===== src/rtl/mem_arbiter_if.sv =====
// Bundle of the fetch port, data port and shared-memory signals around mem_arbiter.
// The arbiter sits on the slave modport; whoever drives requests and models the
// memory (pipeline or bench) uses the master modport.
interface mem_arbiter_if;
    logic        if_req;
    logic [31:0] if_addr;
    logic [31:0] if_rdata;
    logic        if_ready;

    logic        dm_req;
    logic        dm_we;
    logic [31:0] dm_addr;
    logic [31:0] dm_wdata;
    logic [31:0] dm_rdata;
    logic        dm_ready;

    logic        mem_en;
    logic        mem_we;
    logic [31:0] mem_addr;
    logic [31:0] mem_wdata;
    logic [31:0] mem_rdata;

    logic        busy;

    modport slave (
        input  if_req, if_addr, dm_req, dm_we, dm_addr, dm_wdata, mem_rdata,
        output if_rdata, if_ready, dm_rdata, dm_ready,
        output mem_en, mem_we, mem_addr, mem_wdata, busy
    );

    modport master (
        output if_req, if_addr, dm_req, dm_we, dm_addr, dm_wdata, mem_rdata,
        input  if_rdata, if_ready, dm_rdata, dm_ready,
        input  mem_en, mem_we, mem_addr, mem_wdata, busy
    );
endinterface


===== src/rtl/mem_arbiter.sv =====
// Shares one single-ported, fixed-latency memory between the fetch port and the
// data port. Data accesses win, except that after MAX_DSTREAK data grants in a row
// with fetch waiting, fetch is served next. Every output is a flop.
module mem_arbiter #(
    parameter int LATENCY     = 2,
    parameter int MAX_DSTREAK = 4
) (
    input  logic          clk,
    input  logic          reset,
    mem_arbiter_if.slave  bus
);

    localparam int CNT_W    = (LATENCY > 1)     ? $clog2(LATENCY)         : 1;
    localparam int STREAK_W = (MAX_DSTREAK > 0) ? $clog2(MAX_DSTREAK + 1) : 1;

    typedef enum logic [1:0] {
        IDLE,
        ISSUE,
        WAIT,
        DONE
    } state_t;

    state_t              state;
    state_t              next_state;
    logic [CNT_W-1:0]    cnt;
    logic [STREAK_W-1:0] streak;
    logic                grant_dm;
    logic                lat_we;
    logic                grant_dm_now;
    logic                grant_if_now;
    logic                streak_full;
    logic                wait_done;

    assign streak_full = (streak == STREAK_W'(MAX_DSTREAK));
    assign wait_done   = (cnt == CNT_W'(LATENCY - 1));

    // State register; reset drops any access in flight.
    always_ff @(posedge clk or negedge reset) begin
        if (!reset) begin
            state <= IDLE;
        end else begin
            state <= next_state;
        end
    end

    // Arbitration decision and next-state selection.
    always_comb begin
        next_state   = state;
        grant_dm_now = 1'b0;
        grant_if_now = 1'b0;
        case (state)
            IDLE: begin
                if (bus.dm_req && !(bus.if_req && streak_full)) begin
                    grant_dm_now = 1'b1;
                    next_state   = ISSUE;
                end else if (bus.if_req) begin
                    grant_if_now = 1'b1;
                    next_state   = ISSUE;
                end
            end
            ISSUE:   next_state = (grant_dm && lat_we) ? DONE : WAIT;
            WAIT:    next_state = wait_done ? DONE : WAIT;
            DONE:    next_state = IDLE;
            default: next_state = IDLE;
        endcase
    end

    // Latched request, streak counter, memory strobes and registered port responses.
    always_ff @(posedge clk or negedge reset) begin
        if (!reset) begin
            cnt           <= '0;
            streak        <= '0;
            grant_dm      <= 1'b0;
            lat_we        <= 1'b0;
            bus.mem_en    <= 1'b0;
            bus.mem_we    <= 1'b0;
            bus.mem_addr  <= '0;
            bus.mem_wdata <= '0;
            bus.if_rdata  <= '0;
            bus.if_ready  <= 1'b0;
            bus.dm_rdata  <= '0;
            bus.dm_ready  <= 1'b0;
            bus.busy      <= 1'b0;
        end else begin
            bus.mem_en   <= 1'b0;
            bus.mem_we   <= 1'b0;
            bus.if_ready <= 1'b0;
            bus.dm_ready <= 1'b0;
            bus.busy     <= (next_state != IDLE);
            case (state)
                IDLE: begin
                    cnt <= '0;
                    if (grant_dm_now) begin
                        grant_dm      <= 1'b1;
                        lat_we        <= bus.dm_we;
                        bus.mem_en    <= 1'b1;
                        bus.mem_we    <= bus.dm_we;
                        bus.mem_addr  <= bus.dm_addr;
                        bus.mem_wdata <= bus.dm_wdata;
                        if (!bus.if_req) begin
                            streak <= '0;
                        end else if (!streak_full) begin
                            streak <= streak + STREAK_W'(1);
                        end
                    end else if (grant_if_now) begin
                        grant_dm     <= 1'b0;
                        lat_we       <= 1'b0;
                        bus.mem_en   <= 1'b1;
                        bus.mem_we   <= 1'b0;
                        bus.mem_addr <= bus.if_addr;
                        streak       <= '0;
                    end
                end
                ISSUE: begin
                    if (grant_dm && lat_we) begin
                        bus.dm_ready <= 1'b1;
                    end
                end
                WAIT: begin
                    if (wait_done) begin
                        if (grant_dm) begin
                            bus.dm_rdata <= bus.mem_rdata;
                            bus.dm_ready <= 1'b1;
                        end else begin
                            bus.if_rdata <= bus.mem_rdata;
                            bus.if_ready <= 1'b1;
                        end
                    end else begin
                        cnt <= cnt + CNT_W'(1);
                    end
                end
                default: begin
                end
            endcase
        end
    end

endmodule


===== src/flat_wrapper.sv =====
// flat-port wrapper written by rule: the top's interface ports become plain ports
module mem_arbiter_flat 
#(
    parameter int LATENCY     = 2,
    parameter int MAX_DSTREAK = 4
)
  (clk, reset, bus_if_req, bus_if_addr, bus_dm_req, bus_dm_we, bus_dm_addr, bus_dm_wdata, bus_mem_rdata, bus_if_rdata, bus_if_ready, bus_dm_rdata, bus_dm_ready, bus_mem_en, bus_mem_we, bus_mem_addr, bus_mem_wdata, bus_busy);
  mem_arbiter_if bus_i ();
  input  logic clk;
  input  logic reset;
  input wire logic [$bits(bus_i.if_req)-1:0] bus_if_req;
  input wire logic [$bits(bus_i.if_addr)-1:0] bus_if_addr;
  input wire logic [$bits(bus_i.dm_req)-1:0] bus_dm_req;
  input wire logic [$bits(bus_i.dm_we)-1:0] bus_dm_we;
  input wire logic [$bits(bus_i.dm_addr)-1:0] bus_dm_addr;
  input wire logic [$bits(bus_i.dm_wdata)-1:0] bus_dm_wdata;
  input wire logic [$bits(bus_i.mem_rdata)-1:0] bus_mem_rdata;
  output wire logic [$bits(bus_i.if_rdata)-1:0] bus_if_rdata;
  output wire logic [$bits(bus_i.if_ready)-1:0] bus_if_ready;
  output wire logic [$bits(bus_i.dm_rdata)-1:0] bus_dm_rdata;
  output wire logic [$bits(bus_i.dm_ready)-1:0] bus_dm_ready;
  output wire logic [$bits(bus_i.mem_en)-1:0] bus_mem_en;
  output wire logic [$bits(bus_i.mem_we)-1:0] bus_mem_we;
  output wire logic [$bits(bus_i.mem_addr)-1:0] bus_mem_addr;
  output wire logic [$bits(bus_i.mem_wdata)-1:0] bus_mem_wdata;
  output wire logic [$bits(bus_i.busy)-1:0] bus_busy;
  assign bus_i.if_req = bus_if_req;
  assign bus_i.if_addr = bus_if_addr;
  assign bus_i.dm_req = bus_dm_req;
  assign bus_i.dm_we = bus_dm_we;
  assign bus_i.dm_addr = bus_dm_addr;
  assign bus_i.dm_wdata = bus_dm_wdata;
  assign bus_i.mem_rdata = bus_mem_rdata;
  assign bus_if_rdata = bus_i.if_rdata;
  assign bus_if_ready = bus_i.if_ready;
  assign bus_dm_rdata = bus_i.dm_rdata;
  assign bus_dm_ready = bus_i.dm_ready;
  assign bus_mem_en = bus_i.mem_en;
  assign bus_mem_we = bus_i.mem_we;
  assign bus_mem_addr = bus_i.mem_addr;
  assign bus_mem_wdata = bus_i.mem_wdata;
  assign bus_busy = bus_i.busy;
  mem_arbiter #(.LATENCY(LATENCY), .MAX_DSTREAK(MAX_DSTREAK)) u_core (.clk(clk), .reset(reset), .bus(bus_i));
endmodule

===== config.mk =====
export PLATFORM = sky130hd
export DESIGN_NAME = mem_arbiter_flat
export DESIGN_NICKNAME = d
export VERILOG_FILES = /design/src/rtl/mem_arbiter_if.sv /design/src/rtl/mem_arbiter.sv /design/src/flat_wrapper.sv
export SDC_FILE = /design/constraint.sdc
export NUM_CORES = 1
export LEC_CHECK = 0
export CAP_MARGIN = 10
export CORE_UTILIZATION = 38
export DETAILED_ROUTE_END_ITERATION = 16
export HOLD_SLACK_MARGIN = 0.12
export PLACE_DENSITY = 0.86
export SYNTH_ARGS = -nofsm -noshare
export SYNTH_HDL_FRONTEND = slang
export SYNTH_SLANG_ARGS = --single-unit

===== constraint.sdc =====
create_clock -name clk -period 1.7 [get_ports clk]
set_input_delay 0.51 -clock clk [delete_from_list [all_inputs] [get_ports clk]]
set_output_delay 0.51 -clock clk [all_outputs]
set_load 0.05 [all_outputs]

After elaboration in Yosys (flattened, before gate mapping)
Index checks and enable logic that the tools add are counted.
Widths: inputs -> output; s select.
{"block": "word_totals", "word_cells": 68, "reg_bits": 141, "inputBits": 133}
{"block": "classes", "muxes": 33, "reduce_logical": 13, "n_eq_ne": 5, "n_addsub": 2, "bitwise": 1}
{"operator": "$mux 32", "count": 2}
{"operator": "$mux 1", "count": 22}
{"operator": "$mux 3", "count": 4}
{"operator": "$reduce_and 3->1", "count": 3}
{"operator": "$pmux 2 s4", "count": 1}
{"operator": "$reduce_bool 2->1", "count": 3}
{"operator": "$eq 2x2->1 const B", "count": 2}
{"operator": "$mux 2", "count": 2}
{"operator": "$pmux 1 s2", "count": 2}
{"operator": "$reduce_and 2->1", "count": 2}
{"operator": "$add 3x1->3 const B", "count": 1}
{"operator": "$eq 3x3->1 const B", "count": 1}
{"operator": "$logic_and 1x1->1", "count": 3}
{"operator": "$ne 3x3->1 const B", "count": 1}
{"operator": "$eq 2x1->1 const B", "count": 1}
{"operator": "$logic_not 2->1", "count": 1}
{"operator": "$add 1x1->1 const B", "count": 1}
{"operator": "$logic_not 1->1", "count": 1}
{"operator": "$not 1->1", "count": 1}

Logic depth before layout (Yosys ltp)
Gate-level depths: netlist of run 1.
{"block": "logic_depth", "ltp_word": 9, "depth_mapped": 8}

Least setup slack after synthesis of run 1
No wires, ideal clock.
{"block": "synth_timing", "path_type": "register -> register", "start": "register u_core.state[0]", "end": "register u_core.bus.mem_wdata[27]", "path_stages_with_launch": 9, "slack_ps": 2, "n_path_buf": 3, "t_arrival_ps": 1573, "cell_sequence": "dfrtp_1 inv_1 ha_1 buf_2 nand2_2 nor2_2 buf_6 buf_6 mux2_4"}
{"block": "synth_via", "elab_chain_len": 3}
{"element": "from (decl)", "line": "mem_arbiter.sv:23", "rtl": "state_t state;"}
{"element": "from (signal assigned)", "line": "mem_arbiter.sv:42", "rtl": "state <= next_state;"}
{"element": "$logic_not 2->1 *", "line": "mem_arbiter.sv:51, mem_arbiter.sv:90"}
{"element": "$mux 1", "line": "mem_arbiter.sv:51", "rtl": "case (state)"}
{"element": "$reduce_and 2->1 (no line) *"}
{"element": "to (signal assigned)", "line": "mem_arbiter.sv:99", "rtl": "bus.mem_wdata <= bus.dm_wdata;"}
{"element": "to (decl)", "line": "mem_arbiter_if.sv:28", "rtl": "output mem_en, mem_we, mem_addr, mem_wdata, busy"}
Every way passes the cells marked *; elsewhere a longest branch is shown, timed or not.
A chain may end at the register's enable or synchronous reset.

Worst setup path in the final report of run 1
{"block": "layout_timing", "start": "register u_core.streak[0]", "end": "register u_core.bus.mem_wdata[20]"}
{"block": "layout_via", "elab_chain_len": 7}
{"element": "from (decl)", "line": "mem_arbiter.sv:26", "rtl": "logic [STREAK_W-1:0] streak;"}
{"element": "from (signal assigned)", "line": "mem_arbiter.sv:103", "rtl": "streak <= streak + STREAK_W'(1);"}
{"element": "$eq 3x3->1", "line": "mem_arbiter.sv:34", "rtl": "assign streak_full = (streak == STREAK_W'(MAX_DSTREAK));"}
{"element": "$logic_and 1x1->1", "line": "mem_arbiter.sv:53", "rtl": "if (bus.dm_req && !(bus.if_req && streak_full)) begin"}
{"element": "$logic_not 1->1", "line": "mem_arbiter.sv:53"}
{"element": "$logic_and 1x1->1", "line": "mem_arbiter.sv:53"}
{"element": "$mux 1", "line": "mem_arbiter.sv:53"}
{"element": "$mux 1", "line": "mem_arbiter.sv:51"}
{"element": "$reduce_and 2->1 (no line)"}
No other way between the ends.

==> results of run 1 <==
[flip-flops by register name (all words and copies together) (netlist names), 2 cells and up]
register / cells
u_core.bus.dm_rdata: 32
u_core.bus.if_rdata: 32
u_core.bus.mem_addr: 32
u_core.bus.mem_wdata: 32
u_core.streak: 3
u_core.state: 2
[final cells by class]
type	instances	share of cell area
multi-input combinational	254	0.195
tap	184	0.0211
clock buffer	17	0.0389
clock inverter	15	0.0191
inverter	7	0.00240
sequential	141	0.323
timing repair buffer	294	0.401
[synthesized netlist by cell type (3+ instances only)]
| cell | n | share of area |
|---|---|---|
| nor2_1 | 33 | 0.021 |
| clkbuf_1 | 14 | 0.0090 |
| nand3_1 | 3 | 0.0026 |
| o21ai_0 | 32 | 0.027 |
| a41oi_1 | 32 | 0.048 |
| inv_1 | 6 | 0.0039 |
| buf_4 | 5 | 0.0064 |
| mux2_4 | 14 | 0.036 |
| dfrtp_1 | 141 | 0.60 |
| a21oi_1 | 33 | 0.028 |
| mux2_2 | 82 | 0.16 |
| ha_1 | 5 | 0.011 |
| buf_2 | 12 | 0.010 |
[power groups by stage]
stage                     combinational [mW]  clock, mW  sequential, mW
after floorplan                         2.99          0            11.5
after global placement                  16.3          0            6.82
after detailed placement                16.7          0            6.99
after CTS                               16.7       4.04            6.95
after global routing                    17.4       4.19            7.14
final                                   16.9       3.96            6.95
[worst paths after layout]
| check | end | slack, ns | cells past startpoint |
|---|---|---|---|
| worst max-delay path | u_core.bus.mem_wdata[20]$_DFFE_PN0P_ | 0.06 | 7 |
| worst min-delay path | u_core.lat_we$_DFFE_PN0P_ | 0.52 | 1 |
| worst max register to register | u_core.bus.mem_wdata[20]$_DFFE_PN0P_ | 0.06 | 7 |
| worst min register to register | u_core.lat_we$_DFFE_PN0P_ | 0.52 | 1 |
| max in group asynchronous | u_core.streak[1]$_DFFE_PN0P_ | 0.55 | 3 |
| min in group asynchronous | u_core.bus.mem_wdata[17]$_DFFE_PN0P_ | 0.60 | 2 |
[metal layers]
metal | wire length [um] | vias up | part of all wire
met5 | 0 | - | 0
met4 | 409 | 0 | 0.023
met3 | 1510 | 32 | 0.084
met2 | 9700 | 287 | 0.54
met1 | 6450 | 2350 | 0.36
li1 | - | 2142 | -
[critical path: stages, from the launching register on]
cell and delay (ns):
dfrtp_1 0.34, inv_1 0.08, ha_2 0.20, and3_4 0.16, nor2_4 0.12, buf_12 0.14
buf_12 0.17, mux2_4 0.31
[cells by family after synthesis]
family,Yosys count
mux,96
buf+inv,41
fa+ha+maj,5
compound gates,106
simple gates,46
flops,141
xor+xnor,1
[repair_timing]
action / 4_1_cts / 5_1_grt
buffers inserted: 0 / 2
setup endpoints to repair: 0 / 62
resized for setup: 0 / 11
hold endpoints to repair: 35 / 0
hold buffers: 1 / 0
==> results.py, run 1 <==
metrics = {
    "status": {
        "status": "complete, no violations",
    },
    "cts": {
        "cts_buffer_depth": 2,
        "cts_sinks": 141,
        "clk_pin_slew_ns": 0.06,
        "cts-root-buf": "clkbuf_16",
        "numCtsBuffers": 17,
        "cts_max_level": 4,
        "cts_tree": "yes",
        "clkLatencyLatePin_ns": 0.41,
    },
    "timing": {
        "max_freq_mhz": 609,
        "finalClockSkew_ns": 0.0101,
        "setup_tns_ns": 0,
        "relSlewSlack": 0.700,
        "fin_crit_ns": 1.64,
        "post-route-period-util": 0.966,
        "hold_viol": 0,
        "setup_viol": 0,
        "fin_ws_ns": 0.0578,
        "tightest_slew_ns": 0.449,
        "whs_ns": 0.519,
        "final_max_slew_viol_count": 0,
    },
    "synth": {
        "synth_top_family_by_area": "multiplexers",
        "synth_edf_count": 0,
        "synth.yosys.seq_area_share": 0.604,
        "yosysWarnings": 0,
        "synth_compound_area_frac": 0.117,
        "synthCells": 436,
        "synth.area.mux_share": 0.194,
        "synthesis.area_mm2": 0.00584,
        "syn_nets": 574,
        "synth_ff_type": "dfrtp_1",
        "syn_area_per_cell_um2": 13.4,
        "synth_xor_area_frac": 0.00150,
        "ys_ff_latch": 141,
        "async_flop_share": 1.00,
        "synth_adder_area_share": 0.0107,
        "yosys.area_share.simple": 0.0349,
        "yosysUniqueCellTypes": 32,
    },
    "critical_path": {
        "cp-startpoint": "u_core.streak[0]$_DFFE_PN0P_",
        "crit_fanout": 18,
        "worstPathRequired_ns": 1.99,
        "critPathArrivalTime_ns": 1.93,
        "crit_type": "reg -> reg",
        "r2r_start": "u_core.streak[0]$_DFFE_PN0P_",
        "end_kind": "register",
        "start_kind": "register",
    },
    "power_and_ir_drop": {
        "p_leak_nw": 4.72,
        "comb_power_share": 0.607,
        "clockPowerShare": 0.143,
        "intPower_mw": 15.9,
        "netSwitchingPower_mw": 11.8,
        "p_seq_frac": 0.250,
        "ir_drop_v": 0.00130,
        "power_density_mw_per_mm2": 2540,
        "swShare": 0.426,
        "power.total_mw": 27.8,
    },
    "routing": {
        "first_pass_iters": 5,
        "routed_wl_um": 18100,
        "drcViolationCount": 0,
        "viasPerCell": 5.28,
        "num_vias": 4811,
        "ant_nets": 0,
        "drtIter0Drc": 209,
        "wire_per_inst_um": 19.8,
    },
    "floorplan": {
        "std_cell_rows": 44,
        "die_w_um": 126,
        "pin_count": 266,
        "start_util": 0.396,
        "coreArea_mm2": 0.0148,
        "die-area_mm2": 0.0159,
        "die_h_um": 126,
    },
    "final_layout": {
        "fin_util": 0.741,
        "n_fill_cell": 883,
        "syn_to_final_growth_pct": 87.3,
        "ff_latch_area_mm2": 0.00353,
        "layout_commonest_cell": "buf_12",
        "final_nets": 853,
        "stdcell_count": 912,
        "multi_input_area_mm2": 0.00213,
        "insertedDiodeCount": 0,
        "fin_area_mm2": 0.0109,
        "drive_gt1_frac": 0.416,
        "mostFrequentLayoutCells": "buf_12 (144), dfrtp_1 (141), clkdlybuf4s50_1 (130)",
    },
    "placed_design": {
        "dp_hpwl_um": 13400,
        "place_inst": 875,
        "port_buffers": 265,
        "postPlaceCellArea_mm2": 0.0102,
        "routabilityCongestion": 0.812,
        "pre_cts_ws_ns": -0.365,
    },
    "worst_hold_path": {
        "worst_hold_startpoint": "u_core.lat_we$_DFFE_PN0P_",
        "hold_path.class": "reg -> reg",
    },
    "global_route": {
        "use_met1": 0.257,
        "met2_usage": 0.416,
        "grt.overflow.total": 0,
        "grt_pass1_wl_um": 28300,
        "grt_pass1_vias": 5132,
        "antenna_found_initial": 0,
        "top_usage_layer": "met2",
        "track_usage": 0.232,
        "grt_max_degree": 42,
        "gr-usage-met3": 0.0697,
    },
    "job": {
        "drv_cap": 0,
    },
}
(Power assumes the default switching activity.)
==> run 2: changes to the inputs <==
--- a/config.mk
+++ b/config.mk
@@ -8,6 +8,7 @@
 export CAP_MARGIN = 10
 export CORE_UTILIZATION = 38
 export DETAILED_ROUTE_END_ITERATION = 16
+export GPL_ROUTABILITY_DRIVEN = 0
 export HOLD_SLACK_MARGIN = 0.12
 export PLACE_DENSITY = 0.86
 export SYNTH_ARGS = -nofsm -noshare
==> results of run 2 <==
Final layout, timing and power as in run 1 (identical DEF).
